### src/rtl/arbiter_rr4.sv
// Four-requester round-robin arbiter with a registered one-hot grant and an idle cycle between grants.
// Optional grant-hold timeout with a re-eligibility mask is compiled in by defining ARBITER_TIMEOUT_EN.
module arbiter_rr4 #(
  parameter int unsigned HOLD_MAX = 16
) (
  input  logic       clk,
  input  logic       rst_n,
  input  logic       ena,
  input  logic [3:0] req,
  output logic [3:0] gnt,
  output logic [1:0] gnt_idx,
  output logic       gnt_valid,
  output logic       timeout
);

  typedef enum logic {
    IDLE  = 1'b0,
    GRANT = 1'b1
  } state_t;

  state_t     state_reg;
  logic [1:0] ptr_reg;
  logic [1:0] idx_reg;
  logic [3:0] gnt_reg;
  logic       valid_reg;
  logic       timeout_reg;

  logic [3:0] elig;
  logic [3:0] rot;
  logic       pick_found;
  logic [1:0] pick_off;
  logic [1:0] pick_idx;

  generate
    if (HOLD_MAX < 2 || HOLD_MAX > 255) begin : g_bad_hold_max
      $error("arbiter_rr4: HOLD_MAX must lie in 2..255");
    end
  endgenerate

`ifdef ARBITER_TIMEOUT_EN
  localparam logic [7:0] HOLD_LAST = 8'(HOLD_MAX - 1);

  logic [7:0] hold_cnt_reg;
  logic [3:0] inelig_reg;

  // A requester that timed out stays masked until it is seen with req low.
  assign elig = req & ~inelig_reg;
`else
  assign elig = req;
`endif

  // rot[k] is the eligibility of requester ptr+k, so the lowest set bit wins.
  genvar gi;
  generate
    for (gi = 0; gi < 4; gi++) begin : g_rot
      assign rot[gi] = elig[ptr_reg + 2'(gi)];
    end
  endgenerate

  always_comb begin
    pick_found = |rot;
    pick_off   = 2'd0;
    for (int k = 3; k >= 0; k--) begin
      if (rot[k]) pick_off = 2'(k);
    end
    pick_idx = ptr_reg + pick_off;
  end

  always_ff @(posedge clk or negedge rst_n) begin
    if (!rst_n) begin
      state_reg    <= IDLE;
      ptr_reg      <= 2'd0;
      idx_reg      <= 2'd0;
      gnt_reg      <= 4'd0;
      valid_reg    <= 1'b0;
      timeout_reg  <= 1'b0;
`ifdef ARBITER_TIMEOUT_EN
      hold_cnt_reg <= 8'd0;
      inelig_reg   <= 4'd0;
`endif
    end else begin
      timeout_reg <= 1'b0;
`ifdef ARBITER_TIMEOUT_EN
      for (int i = 0; i < 4; i++) begin
        if (!req[i]) inelig_reg[i] <= 1'b0;
      end
`endif
      unique case (state_reg)
        IDLE: begin
          if (ena && pick_found) begin
            state_reg    <= GRANT;
            gnt_reg      <= 4'b0001 << pick_idx;
            idx_reg      <= pick_idx;
            valid_reg    <= 1'b1;
`ifdef ARBITER_TIMEOUT_EN
            hold_cnt_reg <= 8'd0;
`endif
          end
        end
        GRANT: begin
          // Release is checked first so it wins over a coincident timeout.
          if (!req[idx_reg]) begin
            state_reg    <= IDLE;
            gnt_reg      <= 4'd0;
            idx_reg      <= 2'd0;
            valid_reg    <= 1'b0;
            ptr_reg      <= idx_reg + 2'd1;
`ifdef ARBITER_TIMEOUT_EN
            hold_cnt_reg <= 8'd0;
          end else if (hold_cnt_reg == HOLD_LAST) begin
            state_reg           <= IDLE;
            gnt_reg             <= 4'd0;
            idx_reg             <= 2'd0;
            valid_reg           <= 1'b0;
            ptr_reg             <= idx_reg + 2'd1;
            timeout_reg         <= 1'b1;
            inelig_reg[idx_reg] <= 1'b1;
            hold_cnt_reg        <= 8'd0;
          end else begin
            hold_cnt_reg <= hold_cnt_reg + 8'd1;
`endif
          end
        end
        default: state_reg <= IDLE;
      endcase
    end
  end

  assign gnt       = gnt_reg;
  assign gnt_idx   = idx_reg;
  assign gnt_valid = valid_reg;
  assign timeout   = timeout_reg;

endmodule

### config.mk
export PLATFORM = sky130hd
export DESIGN_NAME = arbiter_rr4
export DESIGN_NICKNAME = d
export VERILOG_FILES = /design/src/rtl/arbiter_rr4.sv
export SDC_FILE = /design/constraint.sdc
export NUM_CORES = 1
export LEC_CHECK = 0
export CAP_MARGIN = 30
export CORE_ASPECT_RATIO = 1.1
export CORE_MARGIN = 5
export CORE_UTILIZATION = 35
export DETAILED_ROUTE_END_ITERATION = 8
export GPL_TIMING_DRIVEN = 0
export HOLD_SLACK_MARGIN = 0.08
export MAX_ROUTING_LAYER = met4
export PLACE_DENSITY = 0.53
export SETUP_SLACK_MARGIN = 0.15
export SLEW_MARGIN = 20
export SYNTH_ARGS = -nofsm -noshare
export SYNTH_HDL_FRONTEND = slang
export SYNTH_SLANG_ARGS = --single-unit
export TNS_END_PERCENT = 5
### constraint.sdc
create_clock -name clk -period 2.45 [get_ports clk]
set_input_delay 0.245 -clock clk [delete_from_list [all_inputs] [get_ports clk]]
set_output_delay 0.245 -clock clk [all_outputs]
set_load 0.02 [all_outputs]
==> results of run 1 <==
-- cells by family (layout without fill, tap and decap cells) --
family,Yosys count,count (layout),synth area share [%]
simple gates,39,39,29.04
compound gates,22,22,23.60
flops,10,10,31.06
buf+inv,6,20,6.676
xor+xnor,3,3,3.261
mux,3,3,4.347
fa+ha+maj,1,1,1.553
other cells,1,1,0.4654
-- final cells by class --
class	instances	area share, %
Buffer	6	5.464
Tap cell	30	3.812
Sequential cell	10	25.41
Multi-Input combinational cell	69	51.46
Timing Repair Buffer	10	10.17
Clock buffer	4	3.685
-- per-stage QoR --
step | util [%] | instances | area, sq um
global placement | 42.31 | 125 | 943.4
global route | 44.16 | 129 | 984.7
detailed placement | 42.31 | 125 | 943.4
floorplan | - | 85 | 805.8
finish | 44.16 | 129 | 984.7
CTS | 43.94 | 129 | 979.7
-- cells in the final DEF, fill, tap and decap left out, types with 3 or more instances in the layout --
cell / n
o21a_1: 3
nand2_1: 7
dfrtp_1: 10
o211ai_1: 3
clkdlybuf4s50_1: 10
a21oi_1: 3
nor2_1: 4
buf_6: 3
clkbuf_4: 3
o21ai_0: 3
nand3_1: 9
-- path summary, 6_finish.rpt --
kind,slack (ps),to
max,320,gnt[0]$_DFFE_PN0P_
min,290,gnt[2]$_DFFE_PN0P_
max reg2reg,480,gnt[0]$_DFFE_PN0P_
min reg2reg,500,gnt_valid$_DFFE_PN0P_
max in group asynchronous,1840,gnt[3]$_DFFE_PN0P_
min in group clk,380,ptr_reg[0]$_DFFE_PN0P_
-- worst max-delay path, stage by stage --
cell             delay, ps
clkdlybuf4s50_1        650
nor2b_1                210
a21oi_1                 50
o2bb2ai_1              140
o21a_1                 130
ha_1                   190
xor2_1                 360
nor4_1                 100
nand3_1                100
nand3_1                 80
-- routing by layer --
layer / routed length [microns] / track usage (%) / share of wire, % / vias up
li1: - / - / - / 342
met1: 880 / 14.36 / 49 / 322
met2: 824 / 18.75 / 46 / 20
met3: 83 / 3.888 / 4.6 / 5
met4: 17 / 3.125 / 0.94 / 0
met5: 0 / - / 0 / -
-- report_power, final --
part	internal, mW	leakage, nW	switching, mW	total, mW
clock	0.0903	0.0210	0.0575	0.148
sequential	0.230	0.126	0.0632	0.293
combinational	0.286	0.226	0.343	0.629
==> Implementation_results.wiki, run 1 <==
{| class="wikitable"
! Metric !! Value
|-
| Clock tree from TritonCTS || done
|-
| Slew Limit Fails || 0
|-
| Syn Std Cell Area || 805.8 sq um
|-
| Initial standard-cell utilization of the core || 36.14%
|-
| H-tree depth || 1
|-
| First-pass GRT wire length || 3077 microns
|-
| Skew-Pair Late Insertion Delay || 270 ps
|-
| Final global-route overflow total || 0
|-
| Number of setup buffers added after CTS || 0
|-
| Final Hold Slack || 294.8 ps
|-
| Pin count of the biggest net entering global routing || 11
|-
| Number of global-route vias before repair || 677
|-
| Remaining number of nets flagged by the antenna check after routing || 0
|-
| Routed wire per std cell || 14.01 microns
|-
| Critical-path maximum fanout || 7
|-
| Number of cells on the worst reg-to-reg path || 10
|-
| Multi-input gate area || 506.7 sq um
|-
| Run status || finished, final reports clean
|-
| CTS root buf || clkbuf_4
|-
| Synthesized instance count || 85
|-
| Number of antenna violations at the first check in global routing || 0
|-
| Leading register cell type out of synthesis || dfrtp_1
|-
| Count of yosys warnings during synthesis || 0
|-
| Share of synthesized flip-flops with an asynchronous set or reset || 100.0%
|-
| Max Freq || 468.8 MHz
|-
| Final Hold Vio Count || 0
|-
| TritonRoute pass-1 iters || 5
|-
| Post-synthesis net count || 93
|-
| Clock skew || 4.739 ps
|-
| Fillers || 223
|-
| Number of buffers created by CTS || 3
|-
| Number of flops mapped to enable cells by yosys || 0
|-
| Global Route Usage Sum || 11.77%
|-
| Row cnt || 18
|-
| Max-capacitance violation count || 0
|-
| Number of different library cells in the post-synthesis netlist || 40
|-
| Pre-CTS worst setup slack || -101.8 ps
|-
| Signal arrival time at the worst endpoint || 2270 ps
|-
| Cell taking the most area after synthesis || dfrtp_1
|-
| Origin of the critical flop-to-flop path || ptr_reg[1]$_DFFE_PN0P_
|-
| Count of hold-fix buffers inserted at cts || 0
|-
| Ratio of total power to cell area || 1087 nW/um^2
|-
| Clk buf depth || 2
|-
| Count of endpoints failing setup in the final report || 0
|-
| Largest voltage drop on the vdd net || 0.5736 mV
|-
| Startpoint of the worst setup timing path || req[3]
|-
| Area share of the largest cell type after synthesis || 31.06%
|-
| Fraction of layout cells with a size suffix above 1 || 22.22%
|-
| Commonest cells post-synth || dfrtp_1, nand3_1, nand2_1
|-
| Antenna diode count || 0
|-
| Aggregate negative setup slack || 0 ps
|-
| Vias || 689
|-
| Flip-flop count of the largest register after layout || 4
|-
| Relative area change from synthesis to final layout || 22.20%
|-
| Number of cells upsized or downsized after cts || 0
|-
| Chip width || 55.75 microns
|-
| Area of the die || 3363 sq um
|-
| Data required time at the worst endpoint || 2590 ps
|-
| Synth Register Bits || 10
|-
| Port Buf Inserts || 10
|-
| DR vias/cell || 5.341
|-
| Final period util || 87.06%
|-
| Sequential standard cell area || 250.2 sq um
|-
| Proportion of synthesized chip area in sequential cells || 31.06%
|-
| Total length of routed wires || 1807 microns
|-
| Top-count cell post-synth || dfrtp_1
|-
| Total power after layout || 1.070 mW
|-
| Hold Crit Class || input pin to asynchronous set/reset pin
|-
| Drt initial violations || 17
|-
| Height of the die || 60.33 microns
|-
| Post-route worst setup slack || 317.1 ps
|-
| Leakage power figure || 0.3730 nW
|-
| Post-layout net count || 108
|-
| Clock-pin slew on the worst setup and hold paths || 70 ps
|-
| Critical path launch point type || input pin
|-
| Detailed-route DRC error count || 0
|-
| Io pins || 15
|-
| Minimum clock period || 2133 ps
|-
| Number of sinks on the clock net || 10
|-
| Post-Syn Area per Cell || 9.480 sq um
|-
| Routability congestion estimate from global placement || 0.6932
|-
| RSZ-0062 raised after global routing || yes
|-
| Top area cells in the synthesized netlist || dfrtp_1, nand3_1, buf_6
|-
| Worst Path Class, Setup || input pin to register
|-
| Sum of net half-perimeters after detailed placement || 1315 microns
|-
| Core Area || 2230 sq um
|-
| Crit path capture type || register
|}
No activity file was read; power rests on OpenSTA's default activity.
==> inputs of run 2 (changes only) <==
--- a/config.mk
+++ b/config.mk
@@ -14,7 +14,7 @@
 export HOLD_SLACK_MARGIN = 0.08
 export MAX_ROUTING_LAYER = met4
 export PLACE_DENSITY = 0.53
-export SETUP_SLACK_MARGIN = 0.15
+export SETUP_SLACK_MARGIN = 0.5
 export SLEW_MARGIN = 20
 export SYNTH_ARGS = -nofsm -noshare
 export SYNTH_HDL_FRONTEND = slang
==> Implementation_results.wiki, run 2 (synthesis gave the netlist of run 1 again) <==
{| class="wikitable"
! Metric !! Value
|-
| Run status || finished, final reports clean (unchanged)
|-
| Area of the die || 3363 sq um (unchanged)
|-
| Hold Crit Class || input pin to asynchronous set/reset pin (unchanged)
|-
| Final design utilization || 47.70% (was 44.16%)
|-
| Origin of the critical flop-to-flop path || ptr_reg[1]$_DFFE_PN0P_ (unchanged)
|-
| Most frequent standard cell in the layout excluding fill and tap cells || dfrtp_1
|-
| Largest voltage drop on the vdd net || 0.5770 mV (was 0.5736 mV)
|-
| Total power after layout || 1.211 mW (was 1.070 mW)
|-
| Post-layout net count || 112 (was 108)
|-
| Top Layer Used || met4 (unchanged)
|-
| RSZ-0062 raised after global routing || no (was yes)
|-
| Ratio of total power to cell area || 1138 nW/um^2 (was 1087 nW/um^2)
|-
| Antenna diode count || 0 (unchanged)
|-
| Data required time at the worst endpoint || 2630 ps (was 2590 ps)
|-
| Detailed-route DRC error count || 0 (unchanged)
|-
| First-pass GRT wire length || 3132 microns (was 3077 microns)
|-
| Final global-route overflow total || 0 (unchanged)
|-
| Clock tree from TritonCTS || done (unchanged)
|-
| Final Instance Area || 1064 sq um (was 984.7 sq um)
|-
| Commonest cells after routing, fill and taps aside || dfrtp_1, nand3_1, clkdlybuf4s50_1 (was dfrtp_1, clkdlybuf4s50_1, nand3_1)
|-
| Number of buffers created by CTS || 3 (unchanged)
|-
| Skew-Pair Late Insertion Delay || 270 ps (about the same)
|-
| Io pins || 15 (unchanged)
|-
| Relative area change from synthesis to final layout || 31.99% (was 22.20%)
|-
| Chip width || 55.75 microns (unchanged)
|-
| Global Route Usage Sum || 12.06% (was 11.77%)
|-
| Fraction of layout cells with a size suffix above 1 || 30.10% (was 22.22%)
|-
| Reg-to-reg endpoint || gnt[1]$_DFFE_PN0P_ (was gnt[0]$_DFFE_PN0P_)
|-
| Pin count of the biggest net entering global routing || 11 (unchanged)
|-
| Max Freq || 547.2 MHz (was 468.8 MHz)
|-
| Count of hold-fix buffers inserted at cts || 0 (unchanged)
|-
| Final Hold Vio Count || 0 (unchanged)
|-
| Initial standard-cell utilization of the core || 36.14% (unchanged)
|-
| Routed wire per std cell || 14.11 microns (was 14.01 microns)
|-
| Clock skew || 4.325 ps (was 4.739 ps)
|-
| Met3 WL || 82 microns (was 83 microns)
|-
| Routability congestion estimate from global placement || 0.6932 (unchanged)
|-
| Clock-pin slew on the worst setup and hold paths || 70 ps (about the same)
|-
| Final period util || 74.59% (was 87.06%)
|-
| Sum of net half-perimeters after detailed placement || 1315 microns (unchanged)
|-
| Clk buf depth || 2 (unchanged)
|-
| Vias || 720 (was 689)
|-
| Total length of routed wires || 1877 microns (was 1807 microns)
|-
| Core Area || 2230 sq um (unchanged)
|-
| Drt initial violations || 25 (was 17)
|-
| Remaining number of nets flagged by the antenna check after routing || 0 (unchanged)
|-
| Number of antenna violations at the first check in global routing || 0 (unchanged)
|-
| Cell area after placement || 943.4 sq um (unchanged)
|-
| Slew Limit Fails || 0 (unchanged)
|-
| Signal arrival time at the worst endpoint || 2010 ps (was 2270 ps)
|-
| Leakage power figure || 0.4032 nW (was 0.3730 nW)
|-
| Reg-to-reg setup timing slack || 620 ps (was 480 ps)
|-
| Number of global-route vias before repair || 691 (was 677)
|-
| Met2 Routed Length || 872 microns (was 824 microns)
|-
| Number of sinks on the clock net || 10 (unchanged)
|-
| Metal1 wirelength || 901 microns (was 880 microns)
|-
| Max-capacitance violation count || 0 (unchanged)
|-
| CTS root buf || clkbuf_4 (unchanged)
|-
| Critical-path maximum fanout || 8 (was 7)
|-
| H-tree depth || 1 (unchanged)
|-
| Number of cells on the worst reg-to-reg path || 9 (was 10)
|-
| Minimum clock period || 1827 ps (was 2133 ps)
|-
| Flip-flop count of the largest register after layout || 4 (unchanged)
|-
| TritonRoute pass-1 iters || 4 (was 5)
|-
| Count of endpoints failing setup in the final report || 0 (unchanged)
|-
| Height of the die || 60.33 microns (unchanged)
|-
| Crit path capture type || register (unchanged)
|-
| Critical path launch point type || register (was input pin)
|-
| Row cnt || 18 (unchanged)
|-
| Worst Path Class, Setup || register to register (was input pin to register)
|-
| Final Hold Slack || 292.4 ps (was 294.8 ps)
|-
| DR vias/cell || 5.414 (was 5.341)
|-
| Port Buf Inserts || 10 (unchanged)
|}
==> run 2: critical path, stage by stage (launching register included) <==
cell	delay, ps
dfrtp_1	360
buf_6	120
nand2_1	50
a21oi_1	130
o2bb2ai_1	80
o21a_1	190
ha_4	290
nor3b_4	260
nand2_1	80
o211ai_1	170
==> run 2: how the worst max path moves through the flow <==
stage                         end  slack [ps]  cells after the start              startpoint
2_1_floorplan  gnt[1]$_DFFE_PN0P_         590                      9  ptr_reg[1]$_DFFE_PN0P_
3_3_place_gp   gnt[1]$_DFFE_PN0P_        -100                      9                  req[3]
3_5_place_dp   gnt[1]$_DFFE_PN0P_        -100                      9                  req[3]
4_1_cts        gnt[0]$_DFFE_PN0P_         490                     10  ptr_reg[1]$_DFFE_PN0P_
5_1_grt        gnt[1]$_DFFE_PN0P_         480                      8  ptr_reg[1]$_DFFE_PN0P_
6_report       gnt[1]$_DFFE_PN0P_         620                      9  ptr_reg[1]$_DFFE_PN0P_
==> run 2: through the flow <==
step	TNS, ps	setup slack [ps]	std cells
after global placement	-201.5	-100.9	125
after global routing	0	481.4	133
after detailed placement	-195.6	-101.8	125
after CTS	0	490.6	129
after floorplan	0	593.7	85
final	0	622.5	133
==> run 2: area by class of cell <==
class / instances / area [sq um]
fill: 213 / 1166
multi-input combinational: 69 / 553.0
sequential: 10 / 250.2
timing repair buffer: 14 / 128.9
buffer: 6 / 57.56
tap: 30 / 37.54
clock buffer: 4 / 36.28
==> run 2: timing repair <==
item,in CTS,in global routing
pin swaps,1,1
resized for setup,8,2
setup buffers,0,4
endpoints found under the setup margin,6,4
endpoints found under the hold margin,0,0
==> run 2: power breakdown <==
part	switching (mW)	internal [mW]	leakage, nW
logic	0.383	0.380	0.256
clock network	0.0585	0.0903	0.0210
registers	0.0689	0.230	0.126
total	0.511	0.700	0.403
==> run 2: routing by layer <==
layer | vias to the layer above | GRT usage (%)
met5 | - | -
met3 | 6 | 3.888
met1 | 343 | 14.51
li1 | 353 | -
met2 | 18 | 19.59
met4 | 0 | 3.125
